[src/rtl/axi_lite_pkg.sv]
// Shared AXI4-Lite definitions: response codes and the FIFO slave wrapper register map.
package axi_lite_pkg;

    localparam logic [1:0] RESP_OKAY   = 2'b00;
    localparam logic [1:0] RESP_EXOKAY = 2'b01;
    localparam logic [1:0] RESP_SLVERR = 2'b10;
    localparam logic [1:0] RESP_DECERR = 2'b11;

    localparam logic [3:0] CONTROL  = 4'h0;
    localparam logic [3:0] DATA_IN  = 4'h1;
    localparam logic [3:0] DATA_OUT = 4'h2;
    localparam logic [3:0] STATUS   = 4'h3;

endpackage

[src/rtl/axi_lite_master_cmd.sv]
// AXI4-Lite initiator: converts a command/response handshake into single read or write
// transactions, one outstanding at a time, with every output registered.
module axi_lite_master_cmd
    import axi_lite_pkg::*;
#(
    parameter int unsigned C_M_AXI_DATA_WIDTH = 32,
    parameter int unsigned C_M_AXI_ADDR_WIDTH = 4,
    parameter int unsigned ERR_CNT_WIDTH      = 8
) (
    input  logic                              m_axi_aclk,
    input  logic                              m_axi_aresetn,
    input  logic                              cmd_valid,
    output logic                              cmd_ready,
    input  logic                              cmd_write,
    input  logic [C_M_AXI_ADDR_WIDTH-1:0]     cmd_addr,
    input  logic [C_M_AXI_DATA_WIDTH-1:0]     cmd_wdata,
    input  logic [C_M_AXI_DATA_WIDTH/8-1:0]   cmd_wstrb,
    output logic                              rsp_valid,
    input  logic                              rsp_ready,
    output logic [C_M_AXI_DATA_WIDTH-1:0]     rsp_rdata,
    output logic [1:0]                        rsp_resp,
    output logic                              busy,
    output logic [ERR_CNT_WIDTH-1:0]          err_count,
    output logic [C_M_AXI_ADDR_WIDTH-1:0]     m_axi_awaddr,
    output logic [2:0]                        m_axi_awprot,
    output logic                              m_axi_awvalid,
    input  logic                              m_axi_awready,
    output logic [C_M_AXI_DATA_WIDTH-1:0]     m_axi_wdata,
    output logic [C_M_AXI_DATA_WIDTH/8-1:0]   m_axi_wstrb,
    output logic                              m_axi_wvalid,
    input  logic                              m_axi_wready,
    input  logic [1:0]                        m_axi_bresp,
    input  logic                              m_axi_bvalid,
    output logic                              m_axi_bready,
    output logic [C_M_AXI_ADDR_WIDTH-1:0]     m_axi_araddr,
    output logic [2:0]                        m_axi_arprot,
    output logic                              m_axi_arvalid,
    input  logic                              m_axi_arready,
    input  logic [C_M_AXI_DATA_WIDTH-1:0]     m_axi_rdata,
    input  logic [1:0]                        m_axi_rresp,
    input  logic                              m_axi_rvalid,
    output logic                              m_axi_rready
);

    typedef enum logic [2:0] {
        StIdle,
        StWrAddrData,
        StWrResp,
        StRdAddr,
        StRdData,
        StResp
    } state_e;

    state_e                            r_state, w_state_nxt;
    logic                              r_cmd_ready, w_cmd_ready_nxt;
    logic                              r_busy, w_busy_nxt;
    logic                              r_rsp_valid, w_rsp_valid_nxt;
    logic [C_M_AXI_DATA_WIDTH-1:0]     r_rsp_rdata, w_rsp_rdata_nxt;
    logic [1:0]                        r_rsp_resp, w_rsp_resp_nxt;
    logic [ERR_CNT_WIDTH-1:0]          r_err_count, w_err_count_nxt;
    logic [C_M_AXI_ADDR_WIDTH-1:0]     r_addr, w_addr_nxt;
    logic [C_M_AXI_DATA_WIDTH-1:0]     r_wdata, w_wdata_nxt;
    logic [C_M_AXI_DATA_WIDTH/8-1:0]   r_wstrb, w_wstrb_nxt;
    logic                              r_awvalid, w_awvalid_nxt;
    logic                              r_wvalid, w_wvalid_nxt;
    logic                              r_aw_done, w_aw_done_nxt;
    logic                              r_w_done, w_w_done_nxt;
    logic                              r_bready, w_bready_nxt;
    logic                              r_arvalid, w_arvalid_nxt;
    logic                              r_rready, w_rready_nxt;

    always_ff @(posedge m_axi_aclk or negedge m_axi_aresetn) begin
        if (!m_axi_aresetn) begin
            r_state     <= StIdle;
            r_cmd_ready <= 1'b0;
            r_busy      <= 1'b0;
            r_rsp_valid <= 1'b0;
            r_rsp_rdata <= '0;
            r_rsp_resp  <= RESP_OKAY;
            r_err_count <= '0;
            r_addr      <= '0;
            r_wdata     <= '0;
            r_wstrb     <= '0;
            r_awvalid   <= 1'b0;
            r_wvalid    <= 1'b0;
            r_aw_done   <= 1'b0;
            r_w_done    <= 1'b0;
            r_bready    <= 1'b0;
            r_arvalid   <= 1'b0;
            r_rready    <= 1'b0;
        end else begin
            r_state     <= w_state_nxt;
            r_cmd_ready <= w_cmd_ready_nxt;
            r_busy      <= w_busy_nxt;
            r_rsp_valid <= w_rsp_valid_nxt;
            r_rsp_rdata <= w_rsp_rdata_nxt;
            r_rsp_resp  <= w_rsp_resp_nxt;
            r_err_count <= w_err_count_nxt;
            r_addr      <= w_addr_nxt;
            r_wdata     <= w_wdata_nxt;
            r_wstrb     <= w_wstrb_nxt;
            r_awvalid   <= w_awvalid_nxt;
            r_wvalid    <= w_wvalid_nxt;
            r_aw_done   <= w_aw_done_nxt;
            r_w_done    <= w_w_done_nxt;
            r_bready    <= w_bready_nxt;
            r_arvalid   <= w_arvalid_nxt;
            r_rready    <= w_rready_nxt;
        end
    end

    always_comb begin
        w_state_nxt     = r_state;
        w_cmd_ready_nxt = r_cmd_ready;
        w_rsp_valid_nxt = r_rsp_valid;
        w_rsp_rdata_nxt = r_rsp_rdata;
        w_rsp_resp_nxt  = r_rsp_resp;
        w_addr_nxt      = r_addr;
        w_wdata_nxt     = r_wdata;
        w_wstrb_nxt     = r_wstrb;
        w_awvalid_nxt   = r_awvalid;
        w_wvalid_nxt    = r_wvalid;
        w_aw_done_nxt   = r_aw_done;
        w_w_done_nxt    = r_w_done;
        w_bready_nxt    = r_bready;
        w_arvalid_nxt   = r_arvalid;
        w_rready_nxt    = r_rready;
        w_err_count_nxt = r_err_count;

        unique case (r_state)
            StIdle: begin
                w_cmd_ready_nxt = 1'b1;
                if (cmd_valid && r_cmd_ready) begin
                    w_cmd_ready_nxt = 1'b0;
                    w_addr_nxt      = cmd_addr;
                    w_wdata_nxt     = cmd_wdata;
                    w_wstrb_nxt     = cmd_wstrb;
                    w_aw_done_nxt   = 1'b0;
                    w_w_done_nxt    = 1'b0;
                    if (cmd_write) begin
                        w_awvalid_nxt = 1'b1;
                        w_wvalid_nxt  = 1'b1;
                        w_state_nxt   = StWrAddrData;
                    end else begin
                        w_arvalid_nxt = 1'b1;
                        w_state_nxt   = StRdAddr;
                    end
                end
            end
            StWrAddrData: begin
                // AW and W complete independently; B is only accepted once both are done
                if (r_awvalid && m_axi_awready) begin
                    w_awvalid_nxt = 1'b0;
                    w_aw_done_nxt = 1'b1;
                end
                if (r_wvalid && m_axi_wready) begin
                    w_wvalid_nxt = 1'b0;
                    w_w_done_nxt = 1'b1;
                end
                if (w_aw_done_nxt && w_w_done_nxt) begin
                    w_bready_nxt = 1'b1;
                    w_state_nxt  = StWrResp;
                end
            end
            StWrResp: begin
                if (r_bready && m_axi_bvalid) begin
                    w_bready_nxt    = 1'b0;
                    w_rsp_rdata_nxt = '0;
                    w_rsp_resp_nxt  = m_axi_bresp;
                    w_rsp_valid_nxt = 1'b1;
                    w_state_nxt     = StResp;
                end
            end
            StRdAddr: begin
                if (r_arvalid && m_axi_arready) begin
                    w_arvalid_nxt = 1'b0;
                    w_rready_nxt  = 1'b1;
                    w_state_nxt   = StRdData;
                end
            end
            StRdData: begin
                if (r_rready && m_axi_rvalid) begin
                    w_rready_nxt    = 1'b0;
                    w_rsp_rdata_nxt = m_axi_rdata;
                    w_rsp_resp_nxt  = m_axi_rresp;
                    w_rsp_valid_nxt = 1'b1;
                    w_state_nxt     = StResp;
                end
            end
            StResp: begin
                if (rsp_ready) begin
                    w_rsp_valid_nxt = 1'b0;
                    w_cmd_ready_nxt = 1'b1;
                    w_state_nxt     = StIdle;
                end
            end
            default: w_state_nxt = StIdle;
        endcase

        w_busy_nxt = (w_state_nxt != StIdle);

        if ((w_state_nxt == StResp) && (r_state != StResp) && (w_rsp_resp_nxt != RESP_OKAY) &&
            (r_err_count != {ERR_CNT_WIDTH{1'b1}})) begin
            w_err_count_nxt = r_err_count + 1'b1;
        end
    end

    assign cmd_ready     = r_cmd_ready;
    assign busy          = r_busy;
    assign rsp_valid     = r_rsp_valid;
    assign rsp_rdata     = r_rsp_rdata;
    assign rsp_resp      = r_rsp_resp;
    assign err_count     = r_err_count;
    assign m_axi_awaddr  = r_addr;
    assign m_axi_awprot  = 3'b000;
    assign m_axi_awvalid = r_awvalid;
    assign m_axi_wdata   = r_wdata;
    assign m_axi_wstrb   = r_wstrb;
    assign m_axi_wvalid  = r_wvalid;
    assign m_axi_bready  = r_bready;
    assign m_axi_araddr  = r_addr;
    assign m_axi_arprot  = 3'b000;
    assign m_axi_arvalid = r_arvalid;
    assign m_axi_rready  = r_rready;

endmodule

[config.mk]
export PLATFORM = sky130hd
export DESIGN_NAME = axi_lite_master_cmd
export DESIGN_NICKNAME = d
export VERILOG_FILES = /design/src/rtl/axi_lite_pkg.sv /design/src/rtl/axi_lite_master_cmd.sv
export SDC_FILE = /design/constraint.sdc
export NUM_CORES = 1
export LEC_CHECK = 0
export BUFFER_PORTS_ARGS = -buffer_cell sky130_fd_sc_hd__clkbuf_2
export CORE_MARGIN = 3
export CORE_UTILIZATION = 42
export CTS_CLUSTER_SIZE = 20
export DETAILED_ROUTE_END_ITERATION = 6
export GPL_TIMING_DRIVEN = 0
export PLACE_DENSITY = 0.87
export SYNTH_ARGS = -nofsm -noshare
export SYNTH_HDL_FRONTEND = slang
export SYNTH_SLANG_ARGS = --single-unit
[constraint.sdc]
create_clock -name m_axi_aclk -period 1.9 [get_ports m_axi_aclk]
set_input_delay 0.19 -clock m_axi_aclk [delete_from_list [all_inputs] [get_ports m_axi_aclk]]
set_output_delay 0.19 -clock m_axi_aclk [all_outputs]
set_load 0.05 [all_outputs]
==> metrics.txt <==
first-pass GRT wire length=between 15 and 20 mm; final hold viol count=0; Required @ worst endpoint=between 2000 and 2500 ps; area of the multi-input gates=1500 µm²; Worst Path Max Fanout=10; crit path capture type=flop; # rows=35; CP Buf/Inv Count=1; vias post-DR=roughly 3300; port buffer count=179; number of global-route vias before repair=3331; routed len/inst=14.1 µm; Post-Syn Area=4040 µm²; FF+latch count, synth=95; Lkg Pwr=roughly 0.0027 µW; clock transition at the registers of the reported paths=around 90 ps; total power=9770 µW; setup_tns=0 ps; clk root buf=clkbuf_8; Critical-path top delay cell=or3b_2; Final nets=642; status=complete, no violations; combinational share of power=51.8%; synth unique cells=44; GRT Total Usage=a little under a fifth; CTS tree=yes; max-slew violations=0; worst hold path type=input pin to flop; Reg2Reg Depth=5; Tcrit/Tclk final=92.6%; Max Cap Viol=0; height of the die=104 µm; unrepaired setup endpoints after global routing=false; startpoint types=flop; Iter 0 DRT Violations=143; Final Setup Violations=0; number of buffers created by CTS=9; Seq/Total Area, Yosys=between 50% and 60%; Crit path depth=5; Clk pwr share=15.3%; clock tree buffer depth=2; grt total ovfl=0; WS Path Type=flop to flop; critical path arrival=1970 ps; routed vias/inst=between 4 and 5; Syn. warnings=0; FF/Latch Area=2380 µm²; Sw Share=49.3%; max incr delay on CP=470 ps; H-tree levels=3; area grow syn2layout=34.1%; VDD IR max=roughly 1200 µV; Worst Tran Pin Value=509 ps; DR pass1 iterations=4; family with the most delay on the worst path=simple AND/OR/NAND/NOR gates; Layout fillers=roughly 800; slew margin rel.=66.0%; FMAX=568 MHz; Final min period=1760 ps; Die X=104 µm; pin count of the biggest net entering global routing=62; io pins=186; ys flop type=dfrtp_1; effective utilization at floorplan=43.5%; clk_lat worst skew=around 340 ps; Post-DRT Antenna Nets=0; cell total after placement=670; Residual DRC=0; P per Cell Area=approximately 1800 nW/µm²; placer congestion estimate=between 0.8 and 0.9; Post-synth EDFFs=0; antenna violations before repair=0; layout cells sized above 1=47.4%; Final Skew=10.5 ps; DRT Wirelength=9.67 mm; syn avg cell area=11.4 µm²; Sink Count=95; Hold Path Cell Cnt=3; crit-path cells=clkbuf_2, nor2b_1, nand3_2, or3b_2, nand4b_1; count of non-filler cells in the finished layout=688; total die area=10800 µm²; Post-Syn Instances=356; Internal Power=4960 µW; fraction of registers with async set/reset=100%; Seq pwr share=around a third; r2r setup slk=140 ps; core area=roughly 9300 µm²; P_sw=4810 µW; Antenna diodes=0; HPWL after DPL=between 7 and 8 mm
cell usage after synthesis (2+ instances only):
cell type	n	area, µm²
a21oi_1	10	50.1
xnor2_1	2	17.5
nand4b_1	3	26.3
inv_1	4	15.0
a31oi_1	3	18.8
nand3_1	4	20.0
o22a_1	2	17.5
and3_1	2	12.5
mux2_1	5	56.3
nor2_1	8	30.0
o21ai_0	37	185
o21a_1	2	15.0
dfrtp_1	95	2380
buf_4	11	82.6
nand2b_1	4	25.0
nand3b_1	3	22.5
clkbuf_1	12	45.0
mux2_2	38	428
o211ai_1	2	15.0
nand2_1	80	300
o2111ai_1	2	17.5
a222oi_1	2	20.0
buf_6	4	45.0
stage by stage:
stage	cell area, µm²	setup WS, ps	util (%)	hold WS (ps)
3_3_place_gp	5120	-606	55.2	405
3_5_place_dp	5150	-128	55.5	213
5_1_grt	5420	13.7	58.4	38.2
2_1_floorplan	4070	8.75	-	-106
6_report	5420	140	58.4	52.7
4_1_cts	5410	26.9	58.3	35.3
registers in the layout (all words and copies together) (netlist names), 2 cells and up:
register	cells
m_axi_araddr	4
rsp_resp	2
m_axi_wdata	32
m_axi_wstrb	4
err_count	8
rsp_rdata	32
r_state	3
tightest hold or removal path, delay by kind of cell:
family	cells	cell delay, ps
buffers and inverters	1	80
AOI/OAI and AO/OA	1	60
and+or+nand+nor	1	40
power by group through the flow:
stage	sequential [µW]	clock (µW)	combinational (µW)
global route	3340	1630	5340
global placement	3210	0	4970
CTS	3230	1540	5090
floorplan	5510	0	1560
finish	3220	1490	5060
detailed placement	3280	0	5060
path summary, 6_finish.rpt:
check | startpoint | endpoint
worst max-delay path | r_state[0]$_DFF_PN0_ | busy$_DFF_PN0_
worst min-delay path | m_axi_rdata[6] | rsp_rdata[6]$_DFFE_PN0P_
worst max register to register | r_state[0]$_DFF_PN0_ | busy$_DFF_PN0_
worst min register to register | rsp_rdata[19]$_DFFE_PN0P_ | rsp_rdata[19]$_DFFE_PN0P_
max in group asynchronous | m_axi_aresetn | m_axi_wdata[24]$_DFFE_PN0P_
min in group asynchronous | m_axi_aresetn | err_count[1]$_DFFE_PN0P_
per-layer routing:
metal | GRT usage, % | wire, µm | part of all wire [%] | up-vias
met1 | 22.2 | 4050 | 42 | 1612
met3 | 4.41 | 474 | 4.9 | 14
li1 | - | - | - | 1610
met2 | 31.4 | 4970 | 51 | 108
met4 | 5.79 | 173 | 1.8 | 0
met5 | 0 | 0 | 0 | -
cell type report:
class | count | share of cell area, %
Clock inverter | 4 | 1.43
Buffer | 26 | 3.16
Tap cell | 129 | 2.98
Sequential cell | 95 | 43.9
Timing Repair Buffer | 184 | 17.7
Multi-Input combinational cell | 235 | 27.7
Clock buffer | 11 | 2.79
Inverter | 4 | 0.277
cell families (layout without fill, tap and decap cells):
group / Yosys count / count (layout) / share of synthesized area, %
compound gates: 68 / 68 / 10.2
simple gates: 114 / 114 / 13.3
flops: 95 / 95 / 58.8
other cells: 1 / 6 / 0.0928
mux: 44 / 44 / 12.2
fa+ha+maj: 1 / 1 / 0.310
xor+xnor: 2 / 2 / 0.434
buf+inv: 31 / 229 / 4.64
cells in the final DEF (no fill, tap or decap), types with 2 or more instances in the layout:
master	synthesis	routed
clkbuf_2	0	180
dfrtp_1	95	92
nand2_1	80	79
mux2_2	38	38
o21ai_0	37	37
buf_4	11	14
clkbuf_8	0	11
a21oi_1	10	10
clkbuf_1	12	9
nor2_1	8	8
conb_1	1	6
mux2_1	5	5
nand2b_1	4	4
inv_1	4	4
buf_6	4	4
nand4b_1	3	3
nand3b_1	3	3
a31oi_1	3	3
nand3_1	4	3
dfrtp_2	0	3
and3_1	2	2
a222oi_1	2	2
o211ai_1	2	2
o21a_1	2	2
o22a_1	2	2
o2111ai_1	2	2
xnor2_1	2	2
bufinv_16	0	2
timing repair:
item / CTS / global route
hold buffers: 1 / 0
endpoints found under the setup margin: 63 / 1
gates cloned: 0 / 0
pin swaps: 1 / 0
hold endpoints to repair: 34 / 0
buffers inserted: 3 / 0
gates resized for setup: 1 / 4
Note: power is estimated with default switching activity, not from simulation.
